<file path="src/rtl/mul_div_unit.sv">
// Iterative unsigned multiply/divide engine: shift-add MUL and restoring DIV, one bit per clock.
// Start is accepted only in IDLE. Results and flags update only when entering DONE.
module mul_div_unit #(
  parameter int unsigned W = 8
) (
  input  logic         CLK,
  input  logic         Reset_n,
  input  logic         start,
  input  logic [3:0]   op,
  input  logic [W-1:0] a,
  input  logic [W-1:0] b,
  output logic         busy,
  output logic         done,
  output logic [W-1:0] result_hi,
  output logic [W-1:0] result_lo,
  output logic         div_by_zero,
  output logic         op_err
);

  localparam int unsigned CW = (W > 1) ? $clog2(W) : 1;
  localparam logic [3:0] OP_MUL = 4'b0011;
  localparam logic [3:0] OP_DIV = 4'b0010;

  typedef enum logic [1:0] {IDLE, RUN, DONE} state_t;

  state_t          state_q, state_d;
  logic [CW-1:0]   cnt_q, cnt_d;
  logic            is_mul_q, is_mul_d;
  logic [W-1:0]    opnd_q, opnd_d;    // multiplicand for MUL, divisor for DIV
  logic [2*W-1:0]  acc_q, acc_d;
  logic [W-1:0]    rem_q, rem_d;
  logic [W-1:0]    quo_q, quo_d;      // holds the dividend, shifted out as quotient bits enter
  logic [W-1:0]    hi_d, lo_d;
  logic            dbz_d, err_d;

  logic [W:0]      sum;
  logic [W:0]      rem_sh;
  logic            fits;

  // W+1-bit add keeps the carry that the right shift brings back into the accumulator
  assign sum    = {1'b0, acc_q[2*W-1:W]} + {1'b0, opnd_q};
  assign rem_sh = {rem_q, quo_q[W-1]};
  assign fits   = (rem_sh >= {1'b0, opnd_q});

  always_comb begin
    state_d  = state_q;
    cnt_d    = cnt_q;
    is_mul_d = is_mul_q;
    opnd_d   = opnd_q;
    acc_d    = acc_q;
    rem_d    = rem_q;
    quo_d    = quo_q;
    hi_d     = result_hi;
    lo_d     = result_lo;
    dbz_d    = div_by_zero;
    err_d    = op_err;

    case (state_q)
      IDLE: begin
        if (start) begin
          cnt_d = '0;
          if (op == OP_MUL) begin
            state_d  = RUN;
            is_mul_d = 1'b1;
            opnd_d   = a;
            acc_d    = {{W{1'b0}}, b};
            dbz_d    = 1'b0;
            err_d    = 1'b0;
          end else if (op == OP_DIV && b != '0) begin
            state_d  = RUN;
            is_mul_d = 1'b0;
            opnd_d   = b;
            rem_d    = '0;
            quo_d    = a;
            dbz_d    = 1'b0;
            err_d    = 1'b0;
          end else if (op == OP_DIV) begin
            state_d = DONE;
            hi_d    = a;
            lo_d    = {W{1'b1}};
            dbz_d   = 1'b1;
            err_d   = 1'b0;
          end else begin
            state_d = DONE;
            hi_d    = '0;
            lo_d    = '0;
            dbz_d   = 1'b0;
            err_d   = 1'b1;
          end
        end
      end
      RUN: begin
        cnt_d = cnt_q + CW'(1);
        if (is_mul_q) begin
          acc_d = acc_q[0] ? {sum, acc_q[W-1:1]} : {1'b0, acc_q[2*W-1:1]};
        end else begin
          rem_d = fits ? W'(rem_sh - {1'b0, opnd_q}) : rem_sh[W-1:0];
          quo_d = {quo_q[W-2:0], fits};
        end
        if (cnt_q == CW'(W - 1)) begin
          state_d = DONE;
          if (is_mul_q) begin
            hi_d = acc_d[2*W-1:W];
            lo_d = acc_d[W-1:0];
          end else begin
            hi_d = rem_d;
            lo_d = quo_d;
          end
        end
      end
      DONE:    state_d = IDLE;
      default: state_d = IDLE;
    endcase
  end

  always_ff @(posedge CLK) begin
    if (!Reset_n) begin
      state_q     <= IDLE;
      cnt_q       <= '0;
      is_mul_q    <= 1'b0;
      opnd_q      <= '0;
      acc_q       <= '0;
      rem_q       <= '0;
      quo_q       <= '0;
      result_hi   <= '0;
      result_lo   <= '0;
      div_by_zero <= 1'b0;
      op_err      <= 1'b0;
      busy        <= 1'b0;
      done        <= 1'b0;
    end else begin
      state_q     <= state_d;
      cnt_q       <= cnt_d;
      is_mul_q    <= is_mul_d;
      opnd_q      <= opnd_d;
      acc_q       <= acc_d;
      rem_q       <= rem_d;
      quo_q       <= quo_d;
      result_hi   <= hi_d;
      result_lo   <= lo_d;
      div_by_zero <= dbz_d;
      op_err      <= err_d;
      busy        <= (state_d == RUN);
      done        <= (state_d == DONE);
    end
  end

endmodule

</file>
<file path="config.mk">
export PLATFORM = sky130hd
export DESIGN_NAME = mul_div_unit
export DESIGN_NICKNAME = d
export VERILOG_FILES = /design/src/rtl/mul_div_unit.sv
export SDC_FILE = /design/constraint.sdc
export NUM_CORES = 1
export LEC_CHECK = 0
export BUFFER_PORTS_ARGS = -buffer_cell sky130_fd_sc_hd__buf_4
export CAP_MARGIN = 20
export CORE_UTILIZATION = 35
export CTS_CLUSTER_SIZE = 14
export DETAILED_ROUTE_END_ITERATION = 16
export GPL_TIMING_DRIVEN = 0
export SYNTH_ARGS = -nofsm -noshare
export SYNTH_HDL_FRONTEND = slang
export SYNTH_SLANG_ARGS = --single-unit
</file>
<file path="constraint.sdc">
create_clock -name CLK -period 4.8 [get_ports CLK]
set_clock_uncertainty 0.15 [all_clocks]
set_input_delay 0 -clock CLK [delete_from_list [all_inputs] [get_ports CLK]]
set_output_delay 0 -clock CLK [all_outputs]
set_load 0.02 [all_outputs]
</file>
==> out/metrics.cfg <==
[synth]
yosys_warnings=0
yosys.area.top_type=dfxtp_1
synth_seq_cells=66
netlist_area_um2=3840
syn_avg_cell_area_um2=8.37
synth.area.top_cells=dfxtp_1 34%, ha_1 5.9%, a21oi_1 4.9%
synth.top_cell.area_share=0.344
synthCells=459
yosysSeqAreaShare=0.344
syn-num-nets=502
ys.flop_type=dfxtp_1
synth_edf_count=0
yosysMostFrequentCell=dfxtp_1
yosys-top-cells-count=66 x dfxtp_1, 43 x nand2_1, 38 x a21oi_1
yosysUniqueCellTypes=58
async_reset_ff_frac=0

[critical_path]
arrival_ps=3700
cp-startpoint=state_q[1]$_SDFF_PN0_
worstPathMaxFanout=10
endpoint_kind=flip-flop
r2r-start=state_q[1]$_SDFF_PN0_
crit_required_ps=4940
critical_path.startpoint_type=flip-flop
critPathKind=reg2reg
worst-r2r-setup-slack_ps=1250

[sta]
hold_viol_final=0
tns_ps=0
setup_viol=0
maxSlewViolCount=0
slew_headroom=0.403
period_needed_ps=3550
max_freq_mhz=281
fin_crit_sh=0.740
rsz0062_at_grt=no
worstMarginPinSlew_ps=891

[global_route]
use_met2=0.354
grt.total_usage=0.216
antenna_found_initial=0
grt_pass1_wl_um=18900
gr-total-overflow=0
grt_max_degree=14
grtUsageMet3=0.0395
grt_pass1_vias=3690
gr-usage-met1=0.274
top_usage_layer=met2

[final_layout]
drive_gt1_frac=0.146
fillers=1052
fin_nets=585
diodes=0
seq_area_um2=1320
multiInputGateArea_um2=2330
synthToLayoutAreaGrowth_pct=26.3
post-route-util=0.464

[clock_tree]
clockRootBuffer=clkbuf_8
cts_max_level=3
post_cts_buffers=0
cts-buffers-inserted=9
clock_path_buffers=2
path_clk_slew_ps=80
clk_latency_ps=350
ctsResizeCount=0
cts.sinks=66
cts_tree=done

[worst_hold_path]
hold_start=op[3]
hold_path_class=in2reg

[floorplanning]
dieWidth_um=107
dieArea_um2=11400
start_util=0.367
die_y_um=107
io_pins=43
fp-row-count=37
coreArea_um2=10500

[routing]
via_per_inst=5.52
num_vias=3773
drc=0
first_pass_iters=5
totalWireLength_um=11800
drt_iter0_drc=202
antenna_left=0
wl_per_cell_um=17.3

[status]
status=completed

[placement]
place_congestion=0.854
io_buffers=41
dp_hpwl_um=8620

[pwr]
powerDensity_nw_per_um2=277
p_leak_uw=0.00191
ir_drop_mv=0.144

[run]
maxCapViolCount=0

==> flip-flops by register name, summed over array words and instances (netlist names) <==
signal       cells
acc_q           16
opnd_q           8
quo_q            8
rem_q            8
result_hi        8
result_lo        8
cnt_q            3
state_q          2
busy             1
div_by_zero      1
done             1
is_mul_q         1
op_err           1
==> per-stage QoR <==
stage / instances / hold WS [ps] / setup slack, ps / total power (µW) / cell area (µm²)
after floorplan: 459 / 33.9 / 2660 / 715 / 3840
after global placement: 636 / 156 / 2130 / 789 / 4320
after detailed placement: 636 / 162 / 2070 / 792 / 4320
after CTS: 683 / 62.6 / 1380 / 1350 / 4850
after global routing: 683 / 143 / 1110 / 1400 / 4850
final: 683 / 86.0 / 1250 / 1340 / 4850
==> final cells by class <==
cell class,instances,area share
Sequential cell,66,0.272
Clock buffer,9,0.0255
Buffer,25,0.0232
Clock inverter,7,0.0206
Inverter,21,0.0162
Tap cell,136,0.0351
Timing Repair Buffer,72,0.127
Multi-Input combinational cell,347,0.480
==> layer usage <==
metal	wire (µm)	part of all wire
met5	0	0
met2	5410	0.46
met3	657	0.056
met4	418	0.035
met1	5320	0.45
==> placed cells by master (no fill, tap or decap), types with 4 or more instances in the layout <==
cell | synthesis | routed
a211oi_1 | 13 | 13
a21boi_0 | 8 | 8
a21boi_1 | 16 | 16
a21o_1 | 5 | 5
a21oi_1 | 38 | 38
a22oi_1 | 10 | 10
a31oi_1 | 14 | 14
and2_1 | 5 | 5
and3_1 | 5 | 5
buf_2 | 6 | 6
buf_4 | 1 | 42
clkbuf_1 | 14 | 14
clkbuf_8 | 0 | 9
dfxtp_1 | 66 | 66
dlygate4sd3_1 | 0 | 31
ha_1 | 18 | 18
inv_1 | 21 | 21
mux2i_1 | 16 | 16
nand2_1 | 43 | 43
nand2b_1 | 6 | 6
nand3_1 | 7 | 7
nor2_1 | 25 | 25
nor2b_1 | 14 | 14
o211a_1 | 11 | 11
o211ai_1 | 4 | 4
o21a_1 | 6 | 6
o21ai_0 | 31 | 31
==> where the power goes <==
group	switching [µW]	internal, µW
logic	125	93.0
registers	12.9	565
clock network	250	297
==> timing repair <==
action | in CTS | in global routing
hold endpoints to repair | 45 | 0
setup endpoints to repair | 0 | 0
hold buffers | 31 | 0
==> path summary, 6_finish.rpt <==
kind                               endpoint  depth (start not counted)
setup / recovery      quo_q[5]$_SDFFE_PN0P_                          8
hold / removal    result_lo[0]$_SDFFE_PN0P_                          5
setup reg to reg      quo_q[5]$_SDFFE_PN0P_                          8
hold reg to reg       acc_q[1]$_SDFFE_PN0P_                          2
==> worst max-delay path: stages, from the launching register on <==
cell and delay (ps):
dfxtp_1 340, nand2b_1 150, clkbuf_1 270, nor2_2 580, clkbuf_1 500, a22oi_1 180, dlygate4sd3_1 620, a21boi_1 140
dlygate4sd3_1 560
==> cell families after synthesis <==
family	share of synthesized area
multiplexers	0.0417
AND/OR/NAND/NOR	0.188
buffers and inverters	0.0498
AO/OA/AOI/OAI	0.294
XOR/XNOR	0.0137
flip-flops	0.344
adder cells (fa/ha/maj)	0.0690
Power figures use the tool's default switching activity.
